### src/rtl/fixed_point_multiplier_pkg.sv
// rtl/fixed_point_multiplier_pkg.sv - shared fixed-point constants and FSM encoding for the divider/multiplier pair
package fixed_point_multiplier_pkg;

  localparam int WIDTH_A_DEF = 20;
  localparam int WIDTH_B_DEF = 3;
  localparam int FRAC_DEF    = 10;

  // 1.0 in Q10.10
  localparam logic [WIDTH_A_DEF-1:0] ONE = WIDTH_A_DEF'(1) << FRAC_DEF;

  typedef enum logic [1:0] {
    IDLE = 2'd0,
    LOAD = 2'd1,
    MULT = 2'd2,
    DONE = 2'd3
  } state_t;

endpackage

### src/rtl/fixed_point_multiplier.sv
// rtl/fixed_point_multiplier.sv - sequential shift-and-add Q10.10 x integer multiplier with early exit
module fixed_point_multiplier
  import fixed_point_multiplier_pkg::*;
#(
  parameter int WIDTH_A = WIDTH_A_DEF,
  parameter int WIDTH_B = WIDTH_B_DEF,
  parameter int FRAC    = FRAC_DEF
) (
  input  logic                       clk,
  input  logic                       rst_n,
  input  logic                       in_valid,
  input  logic [WIDTH_A-1:0]         in_data_1,
  input  logic [WIDTH_B-1:0]         in_data_2,
  output logic                       out_valid,
  output logic [WIDTH_A+WIDTH_B-1:0] out_data
);

  localparam int PW = WIDTH_A + WIDTH_B;

  // FRAC only labels the binary point; the arithmetic is plain integer
  if (FRAC > WIDTH_A) begin : g_frac_check
    $error("FRAC larger than WIDTH_A");
  end

  state_t              state;
  logic [PW-2:0]       mcand;
  logic [WIDTH_B-1:0]  mplr;
  logic [PW-1:0]       acc;

  logic [PW-1:0]       partial;
  logic [PW-1:0]       acc_sum;
  logic [WIDTH_B-1:0]  mplr_shr;

  always_comb begin
    partial  = '0;
    if (mplr[0]) partial = {1'b0, mcand};
    acc_sum  = acc + partial;
    mplr_shr = mplr >> 1;
  end

  always_ff @(posedge clk) begin
    if (!rst_n) begin
      state     <= IDLE;
      mcand     <= '0;
      mplr      <= '0;
      acc       <= '0;
      out_valid <= 1'b0;
      out_data  <= '0;
    end else begin
      out_valid <= 1'b0;
      case (state)
        IDLE: begin
          if (in_valid) begin
            mcand <= {{(WIDTH_B-1){1'b0}}, in_data_1};
            mplr  <= in_data_2;
            state <= LOAD;
          end
        end
        LOAD: begin
          // a held strobe keeps overwriting; the last sampled pair wins
          if (in_valid) begin
            mcand <= {{(WIDTH_B-1){1'b0}}, in_data_1};
            mplr  <= in_data_2;
          end else begin
            acc   <= '0;
            state <= MULT;
          end
        end
        MULT: begin
          acc   <= acc_sum;
          mcand <= mcand << 1;
          mplr  <= mplr_shr;
          if (mplr_shr == '0) state <= DONE;
        end
        DONE: begin
          out_valid <= 1'b1;
          out_data  <= acc;
          state     <= IDLE;
        end
        default: state <= IDLE;
      endcase
    end
  end

endmodule
### config.mk
export PLATFORM = sky130hd
export DESIGN_NAME = fixed_point_multiplier
export DESIGN_NICKNAME = d
export VERILOG_FILES = /design/src/rtl/fixed_point_multiplier_pkg.sv /design/src/rtl/fixed_point_multiplier.sv
export SDC_FILE = /design/constraint.sdc
export NUM_CORES = 1
export LEC_CHECK = 0
export ABC_AREA = 1
export CAP_MARGIN = 0
export CORE_AREA = 5 5 101 103
export DETAILED_ROUTE_END_ITERATION = 8
export DIE_AREA = 0 0 106 108
export GPL_TIMING_DRIVEN = 1
export HOLD_SLACK_MARGIN = 0.15
export MAX_ROUTING_LAYER = met4
export PLACE_DENSITY = 0.81
export SLEW_MARGIN = 20
export SYNTH_ARGS = -nofsm -noshare
export SYNTH_HDL_FRONTEND = slang
export SYNTH_SLANG_ARGS = --single-unit
export TNS_END_PERCENT = 20
### constraint.sdc
create_clock -name clk -period 2.7 [get_ports clk]
set_input_delay 0.405 -clock clk [delete_from_list [all_inputs] [get_ports clk]]
set_output_delay 0.405 -clock clk [all_outputs]
set_load 0.01 [all_outputs]
==> impl_metrics.env, run 1 <==
export IMPL_placedInstanceArea_um2=5027
export IMPL_fmax_mhz=432.0
export IMPL_wirelength_um=11910
export IMPL_slowest_stage="dfxtp_2"
export IMPL_dieArea_um2=11450
export IMPL_fin_area_um2=5253
export IMPL_p_leak_uw=0.002698
export IMPL_min_period_ns=2.315
export IMPL_cts_tree="built"
export IMPL_clockBufferDepth=2
export IMPL_htree_levels=3
export IMPL_vias=4489
export IMPL_path_cells="nand2_1 > inv_1 > ha_1 > fa_1 > nand3_1 > nand3_1 > nand2_1 > nand3_1 > or2_2 > nand3_1 > a21oi_1"
export IMPL_setup_viol=0
export IMPL_place_gp_congestion=0.9361
export IMPL_end_kind="register"
export IMPL_ir_drop_mv=0.7524
export IMPL_postSynth_asyncResetShare_pct=0
export IMPL_place_inst=848
export IMPL_grt_antenna_before_repair=0
export IMPL_instances_no_fill=864
export IMPL_crit_required_ns=2.91
export IMPL_drive_above_1_share_pct=5.046
export IMPL_grt_pass1_vias=4279
export IMPL_total_power_uw=3800
export IMPL_r2r_start="mplr[0]$_SDFFE_PN0P_"
export IMPL_start_util_pct=49.00
export IMPL_io_pins=50
export IMPL_final_common_cell="nand2_1"
export IMPL_status="complete, no violations"
export IMPL_cts_buffers=9
export IMPL_clk_latency_ns=0.36
export IMPL_drc=0
export IMPL_finalMaxSlewViolations=0
export IMPL_postCtsSetupRepairBufs=0
export IMPL_reg2reg_to="acc[8]$_SDFFE_PN0P_"
export IMPL_wl_per_cell_um=13.78
export IMPL_antenna_left=0
export IMPL_drtPass1Iterations=5
export IMPL_ctsResizeCount=0
export IMPL_layout_nets=802
export IMPL_path_max_fanout=23
export IMPL_most_common_layout_cells="nand2_1, inv_1, nor2_1"
export IMPL_yosysWarnings=0
export IMPL_port_buffers=49
export IMPL_cts_hold_buf=0
export IMPL_tns_ns=0
export IMPL_yosysUniqueCellTypes=31
export IMPL_die_h_um=108
export IMPL_ys_flop_type="dfxtp_1"
export IMPL_synth_edf_count=0
export IMPL_hold_end="mcand[7]$_SDFFE_PN0P_"
export IMPL_fin_crit_sh_pct=85.73
export IMPL_cp_start_kind="register"
export IMPL_syn_num_nets=762
export IMPL_hold_depth=2
export IMPL_hold_viol=0
export IMPL_grt_setup_unrepaired="false"
export IMPL_arrival_ns=2.53
export IMPL_place_detailed_hpwl_um=9199
export IMPL_cap_violations=0
export IMPL_syn_cell_area_um2=4463
export IMPL_via_per_inst=5.196
export IMPL_num_antenna_cells=0
export IMPL_yosysSeqAreaShare_pct=33.19
export IMPL_power_density_nw_per_um2=723.5
export IMPL_track_usage_pct=22.11
export IMPL_cts_num_sinks=74
export IMPL_ff2ff_setup_slack_ns=0.39
export IMPL_synth_cells=708
export IMPL_area_delta_synth_final_pct=17.69
export IMPL_cts_root_buf="clkbuf_8"
export IMPL_die_w_um=106
export IMPL_grt_max_degree=52
export IMPL_path_clk_slew_ns=0.09
export IMPL_fp_row_count=35
export IMPL_drt_initial_drc_count=189
export IMPL_hold_path_startpoint="mcand[6]$_SDFFE_PN0P_"
export IMPL_r2r_cells=11
export IMPL_core_um2=9109
export IMPL_crit_type="register to register"
export IMPL_final_setup_skew_ns=0.01169
export IMPL_crit_top_cell="nand3_1"
export IMPL_hp_class="register to register"
export IMPL_slew_headroom_pct=41.81
export IMPL_worstMarginPinSlew_ns=0.8719
export IMPL_fillerInstances=921
export IMPL_grt_pass1_wl_um=19880
export IMPL_ys_ff_latch=74
export IMPL_overflow=0
export IMPL_syn_avg_cell_area_um2=6.304
export IMPL_cpPeakStageDelay_ns=0.46
routing by layer:
metal / track usage (%) / wire length [um]
met1: 26.76 / 5253
met2: 38.07 / 5785
met3: 3.284 / 639
met4: 7.123 / 228
met5: - / 0
sequential cells by signal, summed over array words and instances (netlist names):
signal,cells
acc,23
mcand,22
mplr,3
out_data,23
out_valid,1
state,2
report_power, final:
part           switching, uW  internal [uW]  leakage [uW]
Sequential               173           1310      0.000605
Combinational            833            488       0.00198
Clock                    465            529      0.000114
Total                   1470           2330       0.00270
area by class of cell:
cell class,count,area [um^2],share of cell area (%)
clock buffer,9,123.9,2.358
multi-input combinational,519,2534,48.24
tap,111,138.9,2.644
clock inverter,7,100.1,1.906
timing repair buffer,56,543.0,10.34
sequential,74,1483,28.23
inverter,88,330.3,6.289
how the worst max path moves through the flow:
stage | from | endpoint | slack (ns) | cells after the start
finish | mplr[0]$_SDFFE_PN0P_ | acc[8]$_SDFFE_PN0P_ | 0.39 | 11
global placement | mplr[0]$_SDFFE_PN0P_ | acc[9]$_SDFFE_PN0P_ | 0.19 | 12
floorplan | mplr[0]$_SDFFE_PN0P_ | acc[8]$_SDFFE_PN0P_ | 0.56 | 12
detailed placement | mplr[0]$_SDFFE_PN0P_ | acc[10]$_SDFFE_PN0P_ | 0.17 | 10
global route | mplr[0]$_SDFFE_PN0P_ | acc[16]$_SDFFE_PN0P_ | 0.15 | 13
CTS | mplr[0]$_SDFFE_PN0P_ | acc[10]$_SDFFE_PN0P_ | 0.16 | 10
Yosys cell counts, types with 7 or more instances:
| cell | number | area share (%) |
|---|---|---|
| nand2_1 | 227 | 19 |
| inv_1 | 87 | 7.3 |
| nor2_1 | 76 | 6.4 |
| dfxtp_1 | 74 | 33 |
| o21ai_0 | 54 | 6.1 |
| a21oi_1 | 40 | 4.5 |
| nand3_1 | 35 | 3.9 |
| ha_1 | 27 | 7.6 |
| a31oi_1 | 21 | 2.9 |
| clkbuf_1 | 16 | 1.3 |
| nand3b_1 | 8 | 1.3 |
| buf_2 | 7 | 0.78 |
worst max-delay path: cells and delay by family (launching register included):
family,cells,cell delay [ns]
flip-flops,1,0.46
AND/OR/NAND/NOR,7,0.96
AO/OA/AOI/OAI,1,0.06
buffers and inverters,1,0.04
adder cells (fa/ha/maj),2,0.65
metrics by stage:
step	worst slack, ns	util (%)	hold slack [ns]
after floorplan	0.5613	-	0.4605
after global routing	0.1522	57.66	0.5070
final	0.3853	57.66	0.4902
after detailed placement	0.1655	55.19	0.4777
after CTS	0.1590	57.65	0.4923
after global placement	0.1942	55.19	0.4745
kinds of logic after synthesis:
| group | after synthesis | share of synthesized area (%) |
|---|---|---|
| adders and majority gates | 28 | 8.018 |
| xor gates and xnor gates | 1 | 0.1963 |
| buffers and inverters | 115 | 10.12 |
| DFF | 74 | 33.19 |
| and+or+nand+nor | 367 | 33.70 |
| AOI/OAI and AO/OA | 123 | 14.77 |
(Power assumes the default switching activity.)
==> inputs of run 2 (changes only) <==
--- a/config.mk
+++ b/config.mk
@@ -7,9 +7,9 @@
 export LEC_CHECK = 0
 export ABC_AREA = 1
 export CAP_MARGIN = 0
-export CORE_AREA = 5 5 101 103
+export CORE_AREA = 5 5 73 142
 export DETAILED_ROUTE_END_ITERATION = 8
-export DIE_AREA = 0 0 106 108
+export DIE_AREA = 0 0 78 147
 export GPL_TIMING_DRIVEN = 1
 export HOLD_SLACK_MARGIN = 0.15
 export MAX_ROUTING_LAYER = met4
==> run 2 against run 1 <==
Net effect:
- utilization grew 0.81 points
- hold slack gained 0.0011 ns
- critical endpoint is now acc[10]$_SDFFE_PN0P_
- critical path type unchanged
- combinational power grew 4%
- worst setup slack lost 0.052 ns
==> impl_metrics.env, run 2 (synthesis results as in run 1) <==
export IMPL_die_w_um=78
export IMPL_ir_drop_mv=0.4640
export IMPL_power_density_nw_per_um2=789.2
export IMPL_cp_start_kind="register"
export IMPL_antenna_left=0
export IMPL_fillerInstances=899
export IMPL_dp_slack_ns=0.2163
export IMPL_r2r_cells=11
export IMPL_hold_viol=0
export IMPL_clk_latency_ns=0.34
export IMPL_overflow=0
export IMPL_hold_depth=2
export IMPL_fin_crit_sh_pct=87.67
export IMPL_cts_num_sinks=74
export IMPL_dieArea_um2=11470
export IMPL_vias=4543
export IMPL_final_setup_skew_ns=0.007027
export IMPL_clock_power_share_pct=32.9
export IMPL_p_switching_uw=1526
export IMPL_drtPass1Iterations=5
export IMPL_cts_root_buf="clkbuf_16"
export IMPL_grt_pass1_vias=4409
export IMPL_wirelength_um=12530
export IMPL_min_period_ns=2.367
export IMPL_p_leak_uw=0.002759
export IMPL_drt_initial_drc_count=327
export IMPL_cts_hold_buf=0
export IMPL_htree_levels=3
export IMPL_track_usage_pct=22.71
export IMPL_path_clk_slew_ns=0.06
export IMPL_crit_type="register to register"
export IMPL_port_buffers=49
export IMPL_status="complete, no violations"
export IMPL_fp_row_count=50
export IMPL_total_power_uw=4244
export IMPL_path_max_fanout=13
export IMPL_hp_class="register to register"
export IMPL_crit_required_ns=2.88
export IMPL_final_common_cell="nand2_1"
export IMPL_finalMaxSlewViolations=0
export IMPL_layout_setup_ws_ns=0.3329
export IMPL_area_delta_synth_final_pct=20.49
export IMPL_most_common_layout_cells="nand2_1, inv_1, nor2_1"
export IMPL_setup_viol=0
export IMPL_place_detailed_hpwl_um=9181
export IMPL_wl_per_cell_um=14.60
export IMPL_clockBufferDepth=2
export IMPL_postCtsSetupRepairBufs=0
export IMPL_pwr_share_comb_pct=32.2
export IMPL_io_pins=50
export IMPL_num_antenna_cells=0
export IMPL_end_kind="register"
export IMPL_place_gp_congestion=0.9932
export IMPL_cts_tree="built"
export IMPL_tns_ns=0
export IMPL_via_per_inst=5.295
export IMPL_arrival_ns=2.54
export IMPL_start_util_pct=48.53
export IMPL_die_h_um=147
export IMPL_worstMarginPinSlew_ns=0.9162
export IMPL_reg_top3="acc: 23 flops, out_data: 23 flops, mcand: 22 flops"
export IMPL_fmax_mhz=422.5
export IMPL_core_um2=9196
export IMPL_drc=0
export IMPL_drive_above_1_share_pct=5.172
export IMPL_swShare_pct=35.96
export IMPL_grt_pass1_wl_um=20530
export IMPL_grt_max_degree=52
export IMPL_intPower_uw=2718
export IMPL_grt_setup_unrepaired="false"
export IMPL_grt_antenna_before_repair=0
export IMPL_ctsResizeCount=0
export IMPL_slew_headroom_pct=38.85
export IMPL_cap_violations=0
export IMPL_layout_nets=803
export IMPL_cts_buffers=9
export IMPL_p_seq_share_pct=34.9
[run 2: cell types whose count changed in the layout (fill, tap and decap cells not counted)]
| cell | previous run | this run |
|---|---|---|
| inv_6 | 2 | 1 |
| buf_4 | 7 | 8 |
| bufinv_16 | 2 | 3 |
| clkinv_4 | 2 | 3 |
| clkbuf_8 | 9 | 0 |
| clkinv_2 | 1 | 0 |
| clkbuf_16 | 0 | 9 |
[run 2: power groups by stage]
stage          Sequential, uW  Clock, uW  Combinational [uW]
6_report                 1480       1400                1370
5_1_grt                  1510       1460                1540
4_1_cts                  1480       1410                1370
3_5_place_dp             1500          0                1350
3_3_place_gp             1490          0                1320
2_1_floorplan            1470          0                 901
[run 2: final timing paths]
kind,to,slack (ns),from
setup reg to reg,acc[10]$_SDFFE_PN0P_,0.33,mplr[0]$_SDFFE_PN0P_
hold reg to reg,acc[11]$_SDFFE_PN0P_,0.49,acc[11]$_SDFFE_PN0P_
hold / removal,acc[11]$_SDFFE_PN0P_,0.49,acc[11]$_SDFFE_PN0P_
setup / recovery,acc[10]$_SDFFE_PN0P_,0.33,mplr[0]$_SDFFE_PN0P_
[run 2: through the flow]
| step | cells | hold WS, ns | util, % | area (um^2) |
|---|---|---|---|---|
| after floorplan | 708 | 0.4605 | - | 4463 |
| after global placement | 842 | 0.4741 | 54.65 | 5026 |
| after detailed placement | 842 | 0.4799 | 54.65 | 5026 |
| after CTS | 858 | 0.4892 | 58.46 | 5376 |
| after global routing | 858 | 0.5236 | 58.48 | 5378 |
| final | 858 | 0.4913 | 58.48 | 5378 |
[run 2: worst max-delay path, cell delays in order (launching register included)]
cell	delay [ns]
dfxtp_2	0.45
buf_4	0.21
nand2_1	0.08
inv_1	0.08
ha_1	0.28
nand2_1	0.19
inv_1	0.06
a21oi_1	0.22
nand3_1	0.18
or2_2	0.31
nand3_1	0.07
a21oi_1	0.06
[run 2: cell type report]
cell class / instances / area, um^2 / area share (%)
clock buffers: 9 / 225.2 / 4.188
clock inverters: 7 / 125.1 / 2.327
inverters: 88 / 330.3 / 6.142
multi-input cells: 519 / 2534 / 47.11
flip-flops and latches: 74 / 1483 / 27.57
well taps: 104 / 130.1 / 2.420
repair buffers: 57 / 550.5 / 10.24
[run 2: layer usage]
layer  up-vias  share of wire (%)  global-route usage, %
met5         -                  0                      -
met2       118                 52                  39.61
met1      2044                 41                  25.20
met4         0                3.3                  9.391
met3        39                4.0                  3.620
li1       2342                  -                      -
==> inputs of run 3 (changes only) <==
--- a/config.mk
+++ b/config.mk
@@ -7,14 +7,14 @@
 export LEC_CHECK = 0
 export ABC_AREA = 1
 export CAP_MARGIN = 0
-export CORE_AREA = 5 5 73 142
+export CORE_AREA = 5 5 69 134
 export DETAILED_ROUTE_END_ITERATION = 8
-export DIE_AREA = 0 0 78 147
+export DIE_AREA = 0 0 74 139
 export GPL_TIMING_DRIVEN = 1
 export HOLD_SLACK_MARGIN = 0.15
 export MAX_ROUTING_LAYER = met4
-export PLACE_DENSITY = 0.81
-export SLEW_MARGIN = 20
+export PLACE_DENSITY = 0.89
+export SLEW_MARGIN = 0
 export SYNTH_ARGS = -nofsm -noshare
 export SYNTH_HDL_FRONTEND = slang
 export SYNTH_SLANG_ARGS = --single-unit
==> run 3 against run 2 <==
Net effect:
- global-route usage up 4.6 points
- clock skew down 0.00088 ns
- via count up 2.3%
- combinational power about the same
- critical path type unchanged
- largest power group unchanged
==> impl_metrics.env, run 3 (synthesis results as in run 1) <==
export IMPL_status="complete, no violations"
export IMPL_crit_type="register to register"
export IMPL_wl_per_cell_um=15.32
export IMPL_die_w_um=74
export IMPL_cts_num_sinks=74
export IMPL_drt_initial_drc_count=289
export IMPL_layout_nets=803
export IMPL_overflow=0
export IMPL_fp_row_count=47
export IMPL_dp_slack_ns=-0.01802
export IMPL_path_max_fanout=23
export IMPL_end_kind="register"
export IMPL_min_period_ns=2.467
export IMPL_fin_crit_sh_pct=91.39
export IMPL_ff2ff_setup_slack_ns=0.23
export IMPL_fmax_mhz=405.3
export IMPL_final_setup_skew_ns=0.006148
export IMPL_track_usage_pct=27.34
export IMPL_final_util_pct=65.18
export IMPL_drtPass1Iterations=6
export IMPL_path_clk_slew_ns=0.06
export IMPL_power_density_nw_per_um2=768.3
export IMPL_most_common_layout_cells="nand2_1, inv_1, nor2_1"
export IMPL_hold_viol=0
export IMPL_port_buffers=49
export IMPL_crit_required_ns=2.96
export IMPL_reg_top3="acc: 23 flops, out_data: 23 flops, mcand: 22 flops"
export IMPL_slew_headroom_pct=46.20
export IMPL_arrival_ns=2.72
export IMPL_clk_latency_ns=0.34
export IMPL_final_common_cell="nand2_1"
export IMPL_wirelength_um=13030
export IMPL_io_pins=50
export IMPL_core_um2=8174
export IMPL_cts_buffers=9
export IMPL_cts_hold_buf=0
export IMPL_cap_violations=0
export IMPL_finalMaxSlewViolations=0
export IMPL_layout_setup_ws_ns=0.2325
export IMPL_setup_viol=0
export IMPL_grt_max_degree=52
export IMPL_cp_start_kind="register"
export IMPL_clockBufferDepth=2
export IMPL_grt_pass1_vias=4421
export IMPL_worstMarginPinSlew_ns=0.8062
export IMPL_vias=4647
export IMPL_num_antenna_cells=0
export IMPL_via_per_inst=5.467
export IMPL_drc=0
export IMPL_area_delta_synth_final_pct=19.37
export IMPL_die_h_um=139
export IMPL_antenna_left=0
export IMPL_place_gp_congestion=1.053
export IMPL_cts_root_buf="clkbuf_16"
export IMPL_dieArea_um2=10290
export IMPL_p_leak_uw=0.002740
export IMPL_drive_above_1_share_pct=4.787
export IMPL_place_detailed_hpwl_um=10120
export IMPL_instances_no_fill=850
export IMPL_start_util_pct=54.60
export IMPL_htree_levels=3
export IMPL_grt_setup_unrepaired="false"
export IMPL_ir_drop_mv=1.086
export IMPL_grt_pass1_wl_um=21140
export IMPL_hp_class="register to register"
export IMPL_cts_tree="built"
export IMPL_place_inst=836
export IMPL_grt_antenna_before_repair=0
[run 3: changes by cell type in the layout (fill, tap and decap cells not counted)]
cell,delta
clkinv_4,-3
clkbuf_1,+1
inv_6,-1
clkinv_2,+1
clkbuf_8,+1
bufinv_16,-1
[run 3: repair_timing]
action                                  in CTS  in global routing
endpoints found under the setup margin       2                  0
buffers inserted                             0                  0
gates resized for setup                      1                  0
[run 3: worst max-delay path, cell delays in order (launching register included)]
cell,delay [ns]
dfxtp_2,0.63
nand2_1,0.12
inv_1,0.09
ha_1,0.27
nand2_1,0.17
inv_1,0.06
a21oi_1,0.26
nand3_1,0.24
nand2_1,0.19
nand2_1,0.07
nand2_1,0.06
nand3_1,0.06
a21oi_1,0.15
[run 3: worst paths after layout]
path,startpoint,endpoint,depth (start not counted)
worst max-delay path,mplr[0]$_SDFFE_PN0P_,acc[18]$_SDFFE_PN0P_,12
worst min-delay path,out_data[20]$_SDFFE_PN0P_,out_data[20]$_SDFFE_PN0P_,2
worst min register to register,out_data[20]$_SDFFE_PN0P_,out_data[20]$_SDFFE_PN0P_,2
worst max register to register,mplr[0]$_SDFFE_PN0P_,acc[18]$_SDFFE_PN0P_,12
[run 3: power breakdown]
part / switching, uW / leakage, uW / internal (uW)
Sequential: 184 / 0.000605 / 1310
Clock: 437 / 0.000151 / 822
Combinational: 848 / 0.00198 / 489
Total: 1470 / 0.00274 / 2620
[run 3: cell type report]
type                       count  area [um^2]
multi-input combinational    519         2534
clock inverter                 3        65.06
tap                           98        122.6
sequential                    74         1483
clock buffer                  11        242.7
fill                         761         2846
inverter                      88        330.3
timing repair buffer          57        550.5
[run 3: per-layer routing]
metal | vias to the layer above | track usage, % | part of all wire (%)
met5 | - | - | 0
met4 | 0 | 14.71 | 5.2
met3 | 51 | 3.919 | 3.4
met2 | 120 | 48.55 | 55
met1 | 2141 | 27.43 | 37
li1 | 2335 | - | -
[run 3: through the flow]
step / cell area [um^2] / power [uW] / hold WS [ns] / TNS, ns
final: 5328 / 4093 / 0.4943 / 0
after global routing: 5328 / 4354 / 0.5194 / 0
after detailed placement: 5019 / 2854 / 0.4841 / -0.01802
after global placement: 5019 / 2800 / 0.4730 / 0
after floorplan: 4463 / 2373 / 0.4605 / 0
after CTS: 5328 / 4121 / 0.4938 / 0
